==> src/rtl/uart_tx_arbiter_pkg.sv <==
// Shared types for the UART TX write-port arbiter and its requesters.
package uart_tx_arbiter_pkg;

    localparam int UART_DATA_W = 8;

    typedef logic [UART_DATA_W-1:0] UartFifoData_t;

    typedef enum logic {
        ARB_IDLE = 1'b0,
        ARB_BUSY = 1'b1
    } UartArbState_t;

    localparam UartFifoData_t ESC = 8'h1B;

    function automatic int id_width(input int n);
        return (n > 1) ? $clog2(n) : 1;
    endfunction

endpackage

==> src/rtl/uart_tx_arbiter_if.sv <==
// Requester byte streams plus the FIFO write port of the TX arbiter.
interface uart_tx_arbiter_if
    import uart_tx_arbiter_pkg::*;
#(
    parameter int NUM_REQ    = 2,
    parameter int DATA_WIDTH = UART_DATA_W
) ();

    localparam int ID_W = id_width(NUM_REQ);

    logic [NUM_REQ-1:0]                 req_valid;
    logic [NUM_REQ-1:0][DATA_WIDTH-1:0] req_data;
    logic [NUM_REQ-1:0]                 req_last;
    logic [NUM_REQ-1:0]                 req_ready;
    logic                               fifo_full;
    logic                               fifo_write_request;
    logic [DATA_WIDTH-1:0]              fifo_in_data;
    logic [ID_W-1:0]                    grant_id;
    logic                               busy;
    logic                               abort;

    modport master (
        input  req_valid,
        input  req_data,
        input  req_last,
        input  fifo_full,
        output req_ready,
        output fifo_write_request,
        output fifo_in_data,
        output grant_id,
        output busy,
        output abort
    );

    modport slave (
        output req_valid,
        output req_data,
        output req_last,
        output fifo_full,
        input  req_ready,
        input  fifo_write_request,
        input  fifo_in_data,
        input  grant_id,
        input  busy,
        input  abort
    );

endinterface

==> src/rtl/uart_tx_arbiter_rr_picker.sv <==
// Rotating-priority encoder: first set request after last_grant, wrapping.
module uart_tx_arbiter_rr_picker
    import uart_tx_arbiter_pkg::*;
#(
    parameter  int NUM_REQ = 2,
    localparam int ID_W    = id_width(NUM_REQ)
) (
    input  logic [NUM_REQ-1:0] req,
    input  logic [ID_W-1:0]    last_grant,
    output logic [ID_W-1:0]    winner,
    output logic               any_valid
);

    always_comb begin
        logic [ID_W-1:0] idx;
        idx       = '0;
        winner    = '0;
        any_valid = 1'b0;
        for (int i = 1; i <= NUM_REQ; i++) begin
            idx = ID_W'((int'(last_grant) + i) % NUM_REQ);
            if (!any_valid && req[idx]) begin
                any_valid = 1'b1;
                winner    = idx;
            end
        end
    end

endmodule

==> src/rtl/uart_tx_arbiter.sv <==
// Per-message round-robin arbiter for the UART TX FIFO write port,
// with a watchdog that releases a requester stalled mid-message.
module uart_tx_arbiter
    import uart_tx_arbiter_pkg::*;
#(
    parameter int NUM_REQ        = 2,
    parameter int DATA_WIDTH     = UART_DATA_W,
    parameter int TIMEOUT_CYCLES = 1024
) (
    input  logic             clk,
    input  logic             rst,
    uart_tx_arbiter_if.master bus
);

    localparam int ID_W  = id_width(NUM_REQ);
    localparam int CNT_W = $clog2(TIMEOUT_CYCLES);
    localparam logic [CNT_W-1:0] CNT_MAX = CNT_W'(TIMEOUT_CYCLES - 1);

    UartArbState_t state_q, state_d;
    logic [ID_W-1:0]  grant_q, grant_d;
    logic [ID_W-1:0]  last_q, last_d;
    logic [CNT_W-1:0] cnt_q, cnt_d;

    logic [ID_W-1:0]       winner;
    logic                  any_valid;
    logic                  g_valid;
    logic                  g_last;
    logic [NUM_REQ-1:0]    ready;
    logic                  wr;
    logic [DATA_WIDTH-1:0] data;
    logic                  ab;

    uart_tx_arbiter_rr_picker #(
        .NUM_REQ   (NUM_REQ)
    ) u_picker (
        .req       (bus.req_valid),
        .last_grant(last_q),
        .winner    (winner),
        .any_valid (any_valid)
    );

    assign g_valid = bus.req_valid[grant_q];
    assign g_last  = bus.req_last[grant_q];

    always_ff @(posedge clk or posedge rst) begin
        if (rst) begin
            state_q <= ARB_IDLE;
            grant_q <= '0;
            last_q  <= ID_W'(NUM_REQ - 1);
            cnt_q   <= '0;
        end else begin
            state_q <= state_d;
            grant_q <= grant_d;
            last_q  <= last_d;
            cnt_q   <= cnt_d;
        end
    end

    always_comb begin
        state_d = state_q;
        grant_d = grant_q;
        last_d  = last_q;
        cnt_d   = cnt_q;
        ready   = '0;
        wr      = 1'b0;
        data    = '0;
        ab      = 1'b0;
        unique case (state_q)
            ARB_IDLE: begin
                cnt_d = '0;
                if (any_valid) begin
                    grant_d = winner;
                    state_d = ARB_BUSY;
                end
            end
            ARB_BUSY: begin
                // A present byte keeps the grant alive even while the FIFO is full.
                if (g_valid) begin
                    cnt_d = '0;
                    if (!bus.fifo_full) begin
                        ready[grant_q] = 1'b1;
                        wr             = 1'b1;
                        data           = bus.req_data[grant_q];
                        if (g_last) begin
                            state_d = ARB_IDLE;
                            last_d  = grant_q;
                        end
                    end
                end else if (cnt_q == CNT_MAX) begin
                    ab      = 1'b1;
                    state_d = ARB_IDLE;
                    last_d  = grant_q;
                    cnt_d   = '0;
                end else begin
                    cnt_d = cnt_q + 1'b1;
                end
            end
            default: state_d = ARB_IDLE;
        endcase
    end

    assign bus.req_ready          = ready;
    assign bus.fifo_write_request = wr;
    assign bus.fifo_in_data       = data;
    assign bus.grant_id           = grant_q;
    assign bus.busy               = (state_q == ARB_BUSY);
    assign bus.abort              = ab;

endmodule

==> src/flat_wrapper.sv <==
// flat-port wrapper written by rule: the top's interface ports become plain ports
module uart_tx_arbiter_flat import uart_tx_arbiter_pkg::*;
#(
    parameter int NUM_REQ        = 2,
    parameter int DATA_WIDTH     = UART_DATA_W,
    parameter int TIMEOUT_CYCLES = 1024
)
  (clk, rst, bus_req_valid, bus_req_data, bus_req_last, bus_fifo_full, bus_req_ready, bus_fifo_write_request, bus_fifo_in_data, bus_grant_id, bus_busy, bus_abort);
  uart_tx_arbiter_if #(.NUM_REQ(NUM_REQ), .DATA_WIDTH(DATA_WIDTH)) bus_i ();
  input  logic clk;
  input  logic rst;
  input wire logic [$bits(bus_i.req_valid)-1:0] bus_req_valid;
  input wire logic [$bits(bus_i.req_data)-1:0] bus_req_data;
  input wire logic [$bits(bus_i.req_last)-1:0] bus_req_last;
  input wire logic [$bits(bus_i.fifo_full)-1:0] bus_fifo_full;
  output wire logic [$bits(bus_i.req_ready)-1:0] bus_req_ready;
  output wire logic [$bits(bus_i.fifo_write_request)-1:0] bus_fifo_write_request;
  output wire logic [$bits(bus_i.fifo_in_data)-1:0] bus_fifo_in_data;
  output wire logic [$bits(bus_i.grant_id)-1:0] bus_grant_id;
  output wire logic [$bits(bus_i.busy)-1:0] bus_busy;
  output wire logic [$bits(bus_i.abort)-1:0] bus_abort;
  assign bus_i.req_valid = bus_req_valid;
  assign bus_i.req_data = bus_req_data;
  assign bus_i.req_last = bus_req_last;
  assign bus_i.fifo_full = bus_fifo_full;
  assign bus_req_ready = bus_i.req_ready;
  assign bus_fifo_write_request = bus_i.fifo_write_request;
  assign bus_fifo_in_data = bus_i.fifo_in_data;
  assign bus_grant_id = bus_i.grant_id;
  assign bus_busy = bus_i.busy;
  assign bus_abort = bus_i.abort;
  uart_tx_arbiter #(.NUM_REQ(NUM_REQ), .DATA_WIDTH(DATA_WIDTH), .TIMEOUT_CYCLES(TIMEOUT_CYCLES)) u_core (.clk(clk), .rst(rst), .bus(bus_i));
endmodule
==> config.mk <==
export PLATFORM = sky130hd
export DESIGN_NAME = uart_tx_arbiter_flat
export DESIGN_NICKNAME = d
export VERILOG_FILES = /design/src/rtl/uart_tx_arbiter_pkg.sv /design/src/rtl/uart_tx_arbiter_if.sv /design/src/rtl/uart_tx_arbiter_rr_picker.sv /design/src/rtl/uart_tx_arbiter.sv /design/src/flat_wrapper.sv
export SDC_FILE = /design/constraint.sdc
export NUM_CORES = 1
export LEC_CHECK = 0
export BUFFER_PORTS_ARGS = -buffer_cell sky130_fd_sc_hd__buf_2
export CORE_AREA = 2 2 53 43
export DETAILED_ROUTE_END_ITERATION = 7
export DIE_AREA = 0 0 55 45
export PLACE_DENSITY = 0.81
export SLEW_MARGIN = 20
export SYNTH_ARGS = -nofsm -noshare
export SYNTH_HDL_FRONTEND = slang
export SYNTH_HIERARCHICAL = 1
export SYNTH_SLANG_ARGS = --single-unit
==> constraint.sdc <==
create_clock -name clk -period 1.7 [get_ports clk]
set_input_delay 0.085 -clock clk [delete_from_list [all_inputs] [get_ports clk]]
set_output_delay 0.085 -clock clk [all_outputs]
set_load 0.05 [all_outputs]
======== Yosys cells after proc, flatten, opt, wreduce, memory -nomap -nowiden ========
Cells that the tools add are included.
operators by class
  add/subtract/negate cells ............... 3
  equal/unequal tests ..................... 3
  reductions and logical operators ........ 6
  multiplexer cells ....................... 41
  order comparisons ....................... 4
  bitwise logic cells ..................... 1
operator list
  operator                                                              number
  8-bit 2-to-1 mux                                                      5
  1-bit 2-to-1 mux                                                      28
  10-bit 2-to-1 mux                                                     2
  10-bit case mux with 2 select lines                                   1
  10-bit by 1-bit adder with 10-bit output, second input constant       1
  10-bit equality test, second input constant                           1
  1-bit by 2-bit < comparator with 1-bit output, second input constant  3
  2-bit 2-to-1 mux                                                      3
  2-bit inequality test, second input constant                          2
  4-bit AND reduction                                                   1
  1-bit adder, second input constant                                    2
  1-bit logical AND                                                     2
  1-bit case mux with 2 select lines                                    1
  2-bit AND reduction                                                   1
  2-bit nonzero test                                                    1
  1-bit demux with 1-bit select                                         1
  1-bit greater-or-equal comparator, second input constant              1
  1-bit logical NOT                                                     1
  1-bit NOT                                                             1
word-level totals
  bits in registers ....................... 13
  word-level logic and storage cells ...... 62
  input bits .............................. 23
  output and inout bits ................... 14

======== Depth between registers and ports, before layout ========
Gate-level depths: netlist (run 1).
  depth in word-level cells ............... 9
  mapped depth ............................ 6

======== Modules after synthesis ========
The synthesis (run 1) kept the hierarchy.
modules (own cells, without submodules)
  module                     instances  seq. area each (um^2)  area an instance (um^2)  cells an instance
  uart_tx_arbiter            1          326.6                  808.3                    86
  uart_tx_arbiter_rr_picker  1          0.0                    13.8                     2

======== Worst setup path after synthesis (run 1) ========
No wires, ideal clock.
  path type ............................... reg-to-reg
  start point ............................. register u_core.grant_q (netlist: u_core/bus.grant_id)
  end point ............................... register u_core.last_q
  arrival ................................. 2.222 ns
  slack ................................... -0.604 ns
  period minus slack after synthesis ...... 2.304 ns
  cell stages (with the launch flop) ...... 6
  path through ............................ dfrtp_1 -> buf_6 -> mux2_4 -> nor4_4 -> a21oi_2 -> mux2_4
between the ends
  word-level cells in the longest chain between the ends .. 4
  elaborated cells on any way between the ends .. 12
  classes of those cells .................. 2 x eq/ne; 8 x mux; 2 x reduce/logical
ends and longest elaborated chain
  what                                                                          line                                          text
  start: declaration                                                            uart_tx_arbiter.sv:20                         logic [ID_W-1:0] grant_q, grant_d;
  start signal: assignment                                                      uart_tx_arbiter.sv:53                         grant_q <= grant_d;
  1-bit 2-to-1 mux, on equally long branches (2 in a row)                       uart_tx_arbiter.sv:43, uart_tx_arbiter.sv:42
  2-bit inequality test (no line) / 2-bit nonzero test (equally long branches)  n/a
  4-bit AND reduction (no line)                                                 n/a
  end signal: assignment                                                        uart_tx_arbiter.sv:49                         last_q <= ID_W'(NUM_REQ - 1);
  end signal: assignment                                                        uart_tx_arbiter.sv:54                         last_q <= last_d;
  end: declaration                                                              uart_tx_arbiter.sv:21                         logic [ID_W-1:0] last_q, last_d;
Parallel ways exist; a longest one is shown, timed or not. The select of a mux whose other input is x is not followed.
A chain may end at the register's enable or synchronous reset.

======== Final worst setup path (run 1) ========
  start point ............................. register u_core.grant_q (netlist: u_core/bus.grant_id)
  end point ............................... output port bus_req_ready[0]
between the ends
  word-level cells in the longest chain between the ends .. 7
  elaborated cells on any way between the ends .. 10
  classes of those cells .................. 2 x order compare; 7 x mux; 1 x reduce/logical
ends and longest elaborated chain
  what                                                                                                                             line                   text
  1-bit by 2-bit < comparator with 1-bit output (implied by the code) / 1-bit greater-or-equal comparator (equally long branches)  uart_tx_arbiter.sv:81  ready[grant_q] = 1'b1;
  1-bit logical AND (implied by the code)                                                                                          uart_tx_arbiter.sv:81
  1-bit 2-to-1 mux (implied by the code)                                                                                           uart_tx_arbiter.sv:81
  1-bit demux with 1-bit select                                                                                                    n/a
  2-bit 2-to-1 mux                                                                                                                 uart_tx_arbiter.sv:80  if (!bus.fifo_full) begin
  2-bit 2-to-1 mux *                                                                                                               uart_tx_arbiter.sv:78  if (g_valid) begin
  2-bit 2-to-1 mux *                                                                                                               uart_tx_arbiter.sv:68  unique case (state_q)
  end: declaration                                                                                                                 flat_wrapper.sv:16     output wire logic [$bits(bus_i.req_ready)-1:0] bus_req_ready;
Every way passes the cells marked *; elsewhere a longest branch is shown, timed or not. The select of a mux whose other input is x is not followed.

==> flow_summary_export.csv, run 1 <==
group,metric,value,unit
timing,worst_pin_slew,0.5224,ns
final_layout,mostFrequentLayoutCells,"buf_2 (24), nor2_1 (12), nor2_4 (10)",
place,post-place-ws,0.02576,ns
synthesis,synth_top_flop_cell,"dfrtp_1",
grt,antenna_found_initial,0,
die,die_w,55,microns
grt,grt_usage,20.74,%
worst_setup_path,critPathArrivalTime,1.62,ns
timing,setup_viol,1,
final_layout,layout_commonest_cell,"buf_2",
grt,grt_pass1_wl,3491,microns
timing,max_freq,587.5,MHz
timing,finalSetupTns,-0.002064,ns
cts,clock_sinks,13,
place,gp_congestion,0.7588,
place,portBuffers,36,
timing,holdWs,0.2460,ns
pwr,power_per_cell_area,1233,nW/um^2
routing,routed_wl,2320,microns
routing,drcViolationCount,0,
cts,cts_buffer_depth,2,
synthesis,synth_async_sr_flop_share,100.0,%
run,drv_cap,0,
routing,routedWlPerCell,14.97,microns
routing,ant_nets,0,
cts,cts_tree,"done",
synthesis,synthCells,88,
synthesis,ys_ff_latch,13,
die,dieArea,2475,sq um
synthesis,synth-seq-area-share,39.73,%
place,dp_cells,146,
pwr,finalPower,1.608,mW
final_layout,final_cell_count_no_fill,155,
timing,min_period,1.702,ns
grt,grt_pass1_vias,790,
timing,grt_setup_unrepaired,"true",
timing,clock_skew,0.01425,ns
final_layout,diodes,0,
worst_setup_path,path_class,"reg2out",
synthesis,syn-num-nets,112,
final_layout,fin_util,67.66,%
routing,vias,800,
timing,hold_violations,0,
die,pin_count,37,
synthesis,synthDistinctLibCells,28,
place,postPlaceCellArea,1097,sq um
synthesis,synth.cell_area,822.0,sq um
routing,drtPass1Iterations,4,
worst_setup_path,worst_setup_path_start_kind,"flop",
final_layout,nets,156,
timing,fin_ws,-0.002064,ns
hold_path,hp-class,"in2reg",
routing,drt_iter0_drc,14,
place,dp_hpwl,1562,microns
worst_setup_path,cp_data_required_time,1.62,ns
cts,cts_root_buf,"clkbuf_4",
pwr,ir_drop,0.8042,mV
final_layout,drive_gt1_share,54.20,%
die,die_y,45,microns
grt,grt-ovfl-total,0,
cts,clkLatencyLatePin,0.28,ns
cts,htreeDepth,1,
die,core_region_area,1927,sq um
cts,numCtsBuffers,3,
timing,slew_violations,0,
die,initial_core_util,42.66,%
routing,routed_via_density,5.161,
final_layout,areaGrowthSynthToFinish,58.60,%
grt,grt_max_degree,14,
worst_setup_path,cp_max_fo,6,
pwr,cellLeakagePower,0.5960,nW
synthesis,syn_avg_cell_area,9.341,sq um
die,row_count,14,
cts,clk_pin_slew_worst_paths,0.08,ns
timing,slew_headroom,65.14,%
worst_setup_path,cp-end-kind,"primary output",
status,violations,"setup timing",
synthesis,yosys_warnings,6,
status,status,"finished with violations",
final_layout,fin_area,1304,sq um
timing,post-route-period-util,100.1,%
synthesis,synth_edf_count,0,
==> flip-flops by register name, summed over array words and instances, names as in the netlist <==
| name | count |
|---|---|
| u_core/bus.grant_id | 1 |
| u_core/last_q | 1 |
| u_core/cnt_q | 10 |
| u_core/bus.busy | 1 |
==> area by class of cell <==
cell class | instances | area [sq um]
Fill cell | 153 | 623.1
Multi-Input combinational cell | 67 | 573.1
Sequential cell | 13 | 330.3
Timing Repair Buffer | 41 | 321.6
Tap cell | 24 | 30.03
Clock buffer | 4 | 26.28
Inverter | 6 | 22.52
==> Yosys cell counts, drive strengths merged, types with 2 or more instances <==
master	instances	area (sq um)
nor2	22	82.58
dfrtp	12	300.3
mux2i	9	90.09
inv	6	22.52
xnor2	5	43.79
nand2	4	15.01
nand3	4	20.02
a21oi	3	18.77
mux2	3	41.29
buf	2	16.26
nand4	2	25.02
nor3	2	10.01
or3	2	12.51
xor2	2	17.52
==> power by group <==
group	internal (mW)	total (mW)	switching [mW]
logic	0.398	0.979	0.581
clock network	0.0910	0.188	0.0971
registers	0.376	0.441	0.0651
==> layer usage <==
layer | up-vias | track usage [%] | part of all wire, %
met4 | 0 | 7.317 | 1.9
met2 | 19 | 37.14 | 56
met1 | 390 | 22.83 | 38
li1 | 387 | - | -
met3 | 4 | 6.623 | 3.9
met5 | - | 0 | 0
==> what timing repair did <==
action	in CTS	in global routing
pin swaps	2	2
hold buffers	1	0
resized for setup	26	13
buffers inserted	1	2
setup endpoints to repair	12	12
endpoints found under the hold margin	12	0
cloned	1	0
==> worst max-delay path, stage by stage, from the launching register on <==
cell,delay [ns]
dfrtp_2,0.42
mux2i_1,0.17
or3_4,0.45
nor2_4,0.12
buf_6,0.17
==> cells by family (layout without fill, tap and decap cells) <==
kind of cell	Yosys count	count (layout)	synth area share [%]
compound gates	8	8	6.698
fa+ha+maj	1	1	1.522
buf+inv	9	51	5.174
mux	12	12	15.98
simple gates	38	39	23.44
flops	13	13	39.73
xor+xnor	7	7	7.458
==> worst paths after layout <==
kind | start | endpoint | slack (ns) | cells past startpoint
min reg2reg | u_core/cnt_q[0] | u_core/cnt_q[0] | 0.51 | 1
min | bus_req_valid[0] | u_core/bus.busy | 0.25 | 3
min in group asynchronous | rst | u_core/cnt_q[9] | 0.37 | 3
max reg2reg | u_core/bus.grant_id | u_core/last_q | 0.04 | 5
max in group asynchronous | rst | u_core/cnt_q[0] | 0.94 | 3
max | u_core/bus.grant_id | bus_req_ready[0] | -0.002 | 4
(Power assumes the default switching activity.)
==> run 2: changes to the inputs <==
ABC_AREA = 1   (was default)
CAP_MARGIN = 20   (was default)
PLACE_DENSITY = 0.82   (was 0.81)
==> flow_summary_export.csv, run 2 <==
group,metric,value,unit
status,status,"finished, final reports clean",
pwr,cellLeakagePower,0.6507,nW
routing,ant_nets,0,
synthesis,synth_edf_count,0,
routing,routed_via_density,4.800,
synthesis,synth_top_flop_cell,"dfrtp_1",
synthesis,synth.cell_area,832.0,sq um
timing,worst_pin_slew,0.4781,ns
pwr,combPwrFrac,60.8,%
final_layout,nets,191,
synthesis,ys_ff_latch,13,
die,row_count,14,
die,dieArea,2475,sq um
final_layout,filler_cell_count,169,
cts,numCtsBuffers,3,
place,portBuffers,36,
final_layout,diodes,0,
die,pin_count,37,
die,die_y,45,microns
routing,vias,912,
timing,slew_headroom,68.09,%
run,drv_cap,0,
synthesis,yosys_warnings,6,
grt,grt_pass1_wl,3374,microns
synthesis,synth_top_cell_area_share,36.09,%
final_layout,multi_input_area,499.2,sq um
synthesis,synth_common_cells,"nand2_1 (46), nor2_1 (17), inv_1 (14), dfrtp_1 (12), nand3_1 (5)",
cts,clkLatencyLatePin,0.28,ns
pwr,power_frac_clock,12.2,%
final_layout,final_cell_count_no_fill,190,
cts,cts_root_buf,"clkbuf_4",
worst_setup_path,path_class,"reg2out",
timing,min_period,1.683,ns
timing,max_freq,594.2,MHz
die,core_region_area,1927,sq um
timing,slew_violations,0,
pwr,switching_share,51.22,%
routing,drt_iter0_drc,22,
routing,drcViolationCount,0,
synthesis,synth_area_leaders,"dfrtp_1 (36%), nand2_1 (21%), nor2_1 (7.7%), inv_1 (6.3%), dfstp_2 (3.2%)",
worst_setup_path,worst_setup_path_start_kind,"flop",
final_layout,largest_reg_flops,10,
grt,grt_usage,19.14,%
die,initial_core_util,43.18,%
grt,grt-ovfl-total,0,
synthesis,synth_async_sr_flop_share,100.0,%
worst_setup_path,cp-end-kind,"primary output",
worst_setup_path,cp_data_required_time,1.62,ns
synthesis,synth-seq-area-share,39.25,%
synthesis,syn-num-nets,145,
cts,clock_sinks,13,
routing,drtPass1Iterations,4,
cts,cts_tree,"done",
cts,clk_pin_slew_worst_paths,0.08,ns
timing,grt_setup_unrepaired,"true",
synthesis,synth_area_leader_cell,"dfrtp_1",
pwr,power_switching,0.8271,mW
pwr,ir_drop,0.9729,mV
grt,antenna_found_initial,0,
final_layout,mostFrequentLayoutCells,"nand2_1 (36), buf_2 (27), nor2_1 (15)",
pwr,p_int,0.7878,mW
final_layout,areaGrowthSynthToFinish,48.87,%
grt,grt_max_degree,14,
final_layout,layout_commonest_cell,"nand2_1",
worst_setup_path,critPathArrivalTime,1.60,ns
place,dp_hpwl,1589,microns
die,die_w,55,microns
hold_path,hp-class,"in2reg",
grt,grt_pass1_vias,759,
timing,post-route-period-util,99.00,%
timing,clock_skew,0.003040,ns
timing,setup_viol,0,
cts,htreeDepth,1,
synthesis,synthCells,121,
synthesis,yosysMostFrequentCell,"nand2_1",
final_layout,max_flop_register,"u_core/cnt_q",
place,dp_cells,180,
synthesis,synthDistinctLibCells,23,
pwr,p_seq_share,27.0,%
place,gp_congestion,0.8222,
pwr,power_per_cell_area,1304,nW/um^2
final_layout,drive_gt1_share,42.17,%
cts,cts_buffer_depth,2,
timing,hold_violations,0,
timing,holdWs,0.1595,ns
worst_setup_path,cp_max_fo,5,
routing,routed_wl,2257,microns
routing,routedWlPerCell,11.88,microns
final_layout,seq_area,327.8,sq um
synthesis,syn_avg_cell_area,6.876,sq um
==> run 2: cell count changes after synthesis, moves of 2 or more <==
| cell | change |
|---|---|
| or3_1 | -2 |
| nand2_2 | +3 |
| nand2_1 | +42 |
| mux2_4 | -2 |
| nor2_1 | -5 |
| nor2_2 | +2 |
| nand4_2 | -2 |
| mux2i_1 | -9 |
| a21oi_1 | +2 |
| xnor2_1 | -5 |
| inv_1 | +10 |
==> run 2: layout make-up <==
cell class / instances / area share, %
Inverter: 16 / 5.050
Sequential cell: 13 / 26.46
Multi-Input combinational cell: 92 / 40.30
Clock buffer: 3 / 1.818
Timing Repair Buffer: 40 / 22.93
Tap cell: 24 / 2.424
Timing Repair inverter: 1 / 0.6061
Clock inverter: 1 / 0.4040
==> run 2: worst max-delay path: stages, from the launching register on <==
cell     delay [ns]
dfrtp_2        0.42
buf_4          0.14
buf_4          0.15
nor3_4         0.26
nand2_1        0.11
nand2_2        0.09
buf_8          0.14
==> run 2: layer usage <==
metal,vias to the layer above,GRT usage (%),wire (microns)
met1,429,24.74,933
met3,2,2.980,63
met4,0,5.854,17
met5,-,0,0
li1,462,-,-
met2,19,32.86,1242
==> run 2: what timing repair did <==
item / in CTS / in global routing
setup buffers: 2 / 1
gates cloned: 1 / 1
resized for setup: 16 / 15
pin swaps: 2 / 5
hold buffers: 1 / 0
endpoints found under the setup margin: 9 / 11
endpoints found under the hold margin: 12 / 0
==> run 2: kinds of logic after synthesis <==
kind of cell | count (synthesis) | synth area share (%)
and+or+nand+nor | 81 | 43.16
buffers and inverters | 17 | 8.721
xor gates and xnor gates | 3 | 3.158
adders and majority gates | 1 | 1.504
DFF | 13 | 39.25
AOI/OAI and AO/OA | 6 | 4.211
==> run 2: power by group through the flow <==
stage	sequential, mW	combinational [mW]	clock [mW]
5_1_grt	0.445	1.04	0.216
4_1_cts	0.438	0.892	0.202
6_report	0.436	0.982	0.196
3_5_place_dp	0.461	0.745	0
2_1_floorplan	0.504	0.557	0
3_3_place_gp	0.453	0.732	0
==> run 2: worst paths after layout <==
kind / from / to / slack [ns] / depth (start not counted)
max in group asynchronous: rst / u_core/bus.grant_id / 0.99 / 3
worst max register to register: u_core/cnt_q[0] / u_core/cnt_q[7] / 0.30 / 8
min in group asynchronous: rst / u_core/cnt_q[1] / 0.35 / 3
worst max-delay path: u_core/bus.grant_id / bus_fifo_in_data[5] / 0.02 / 6
worst min-delay path: bus_req_valid[1] / u_core/bus.busy / 0.16 / 3
worst min register to register: u_core/cnt_q[0] / u_core/cnt_q[0] / 0.47 / 1
==> run 2: through the flow <==
step           power, mW  setup slack [ns]  area, sq um  TNS [ns]  utilization [%]
2_1_floorplan      1.061           -0.2447        860.8    -1.958                -
3_3_place_gp       1.185            0.2080         1060         0            55.00
3_5_place_dp       1.206            0.1436         1060         0            55.00
4_1_cts            1.532          0.001582         1176         0            61.04
5_1_grt            1.702          -0.06558         1239   -0.3240            64.29
6_report           1.615           0.01695         1239         0            64.29
==> run 3: changes to the inputs <==
CORE_AREA = 2 2 46 48   (was 2 2 53 43)
DIE_AREA = 0 0 48 50   (was 0 0 55 45)
PLACE_DENSITY = 0.83   (was 0.82)
==> flow_summary_export.csv, run 3 (synthesis results as in run 2) <==
group,metric,value,unit
status,status,"finished, final reports clean",
place,postPlaceCellArea,1064,sq um
pwr,cellLeakagePower,0.6566,nW
routing,routed_via_density,4.736,
place,dp_hpwl,1437,microns
die,core_region_area,1902,sq um
worst_setup_path,worstPathCellList,"inv_2 > nand2_2 > nand2_4 > nand2_4 > nor3_4 > buf_6 > nand2_1 > nand2_2 > buf_8",
worst_setup_path,r2r_start,"u_core/cnt_q[0]",
timing,holdWs,0.1581,ns
die,die_w,48,microns
die,pin_count,37,
pwr,switching_share,48.85,%
hold_path,hp-class,"in2reg",
final_layout,max_flop_register,"u_core/cnt_q",
worst_setup_path,cp-end-kind,"primary output",
worst_setup_path,crit_buf_inv,3,
pwr,p_seq_share,27.8,%
worst_setup_path,reg2reg_slack,0.36,ns
final_layout,layout_commonest_cell,"nand2_1",
hold_path,min-delay-start,"bus_req_valid[0]",
pwr,power_per_cell_area,1258,nW/um^2
timing,setup_viol,0,
worst_setup_path,cp_data_required_time,1.62,ns
pwr,power_frac_clock,11.8,%
die,row_count,16,
final_layout,seq_area,327.8,sq um
timing,post-route-period-util,98.85,%
final_layout,filler_cell_count,152,
cts,cts_root_buf,"clkbuf_4",
routing,drt_iter0_drc,10,
die,initial_core_util,43.75,%
final_layout,multi_input_area,490.5,sq um
final_layout,drive_gt1_share,43.37,%
grt,grt_usage,17.51,%
final_layout,areaGrowthSynthToFinish,51.13,%
routing,ant_nets,0,
timing,finalSetupTns,0,ns
routing,drtPass1Iterations,4,
timing,hold_violations,0,
worst_setup_path,critPathArrivalTime,1.60,ns
hold_path,holdPathStages,4,
cts,clk_pin_slew_worst_paths,0.07,ns
cts,htreeDepth,1,
final_layout,fin_area,1257,sq um
routing,vias,914,
place,gp_congestion,0.9204,
pwr,p_int,0.8092,mW
worst_setup_path,worst_setup_path_start_kind,"flop",
pwr,combPwrFrac,60.4,%
die,die_y,50,microns
routing,routedWlPerCell,11.03,microns
worst_setup_path,cp_max_fo,6,
routing,m1WireLength,801,microns
timing,clock_skew,0.003951,ns
hold_path,min_to,"u_core/bus.grant_id",
worst_setup_path,crit-reg2reg-capture,"u_core/bus.busy",
grt,antenna_found_initial,0,
worst_setup_path,r2r_cells,7,
run,drv_cap,0,
place,portBuffers,36,
routing,routed-wl-met3,177,microns
cts,cts_buffer_depth,2,
grt,grt_pass1_wl,2994,microns
pwr,power_switching,0.7727,mW
grt,grt-ovfl-total,0,
timing,min_period,1.680,ns
timing,grt_setup_unrepaired,"true",
timing,max_freq,595.1,MHz
final_layout,nets,191,
grt,grt_max_degree,14,
final_layout,diodes,0,
final_layout,mostFrequentLayoutCells,"nand2_1 (32), buf_2 (27), nor2_1 (16)",
routing,dr_wl_met2,1112,microns
worst_setup_path,cp.depth,9,
worst_setup_path,slowest_stage,"dfrtp_2",
pwr,ir_drop,1.151,mV
cts,numCtsBuffers,3,
routing,highest_layer,"met4",
die,dieArea,2400,sq um
timing,worst_pin_slew,0.4782,ns
worst_setup_path,cpPeakStageDelay,0.43,ns
worst_setup_path,path_class,"reg2out",
worst_setup_path,crit_family,"simple AND/OR/NAND/NOR gates",
routing,drcViolationCount,0,
timing,slew_headroom,68.08,%
grt,grt_pass1_vias,832,
cts,clkLatencyLatePin,0.27,ns
final_layout,largest_reg_flops,10,
timing,slew_violations,0,
cts,cts_tree,"done",
routing,routed_wl,2129,microns
cts,clock_sinks,13,
-- run 3: final cells by class --
cell class | instances | share of cell area, %
clock buffers | 4 | 2.090
inverters | 16 | 4.876
multi-input cells | 91 | 39.00
flip-flops and latches | 13 | 26.07
well taps | 27 | 2.687
repair buffers | 42 | 25.27
-- run 3: metal layers --
layer / global-route usage, % / vias up
met2: 34.89 / 42
met3: 2.198 / 4
met4: 8.108 / 0
met1: 15.31 / 405
met5: 0 / -
li1: - / 463
-- run 3: worst max-delay path by stage --
stage	startpoint	endpoint	slack [ns]
after floorplan	u_core/bus.grant_id	bus_fifo_in_data[0]	-0.24
after global placement	u_core/bus.grant_id	bus_fifo_in_data[0]	0.21
after detailed placement	u_core/bus.grant_id	bus_fifo_in_data[4]	0.14
after CTS	u_core/bus.grant_id	bus_fifo_in_data[4]	0.005
after global routing	u_core/bus.grant_id	bus_fifo_in_data[1]	-0.06
final	u_core/bus.grant_id	bus_fifo_in_data[3]	0.02
-- run 3: worst min-delay path, cell delays in order --
cell,delay (ns)
buf_2,0.11
a21oi_1,0.06
nor2_1,0.09
a21oi_1,0.05
-- run 3: power groups by stage --
| stage | logic (mW) | registers [mW] | clock network [mW] |
|---|---|---|---|
| floorplan | 0.557 | 0.504 | 0 |
| global placement | 0.730 | 0.455 | 0 |
| detailed placement | 0.739 | 0.460 | 0 |
| CTS | 0.856 | 0.436 | 0.198 |
| global route | 1.04 | 0.448 | 0.209 |
| finish | 0.955 | 0.440 | 0.187 |
-- run 3: timing repair --
item | 4_1_cts | 5_1_grt
endpoints found under the setup margin | 9 | 10
setup buffers | 4 | 1
pin swaps | 1 | 9
resized for setup | 14 | 23
hold endpoints to repair | 12 | 0
hold buffers | 1 | 0
-- run 3: metrics by stage --
stage | utilization [%] | std cells | power, mW | setup slack, ns
3_3_place_gp | 55.92 | 183 | 1.185 | 0.2053
6_report | 66.12 | 193 | 1.582 | 0.01959
2_1_floorplan | - | 121 | 1.061 | -0.2447
3_5_place_dp | 55.92 | 183 | 1.199 | 0.1351
5_1_grt | 66.12 | 193 | 1.694 | -0.06138
4_1_cts | 61.64 | 192 | 1.490 | 0.005456
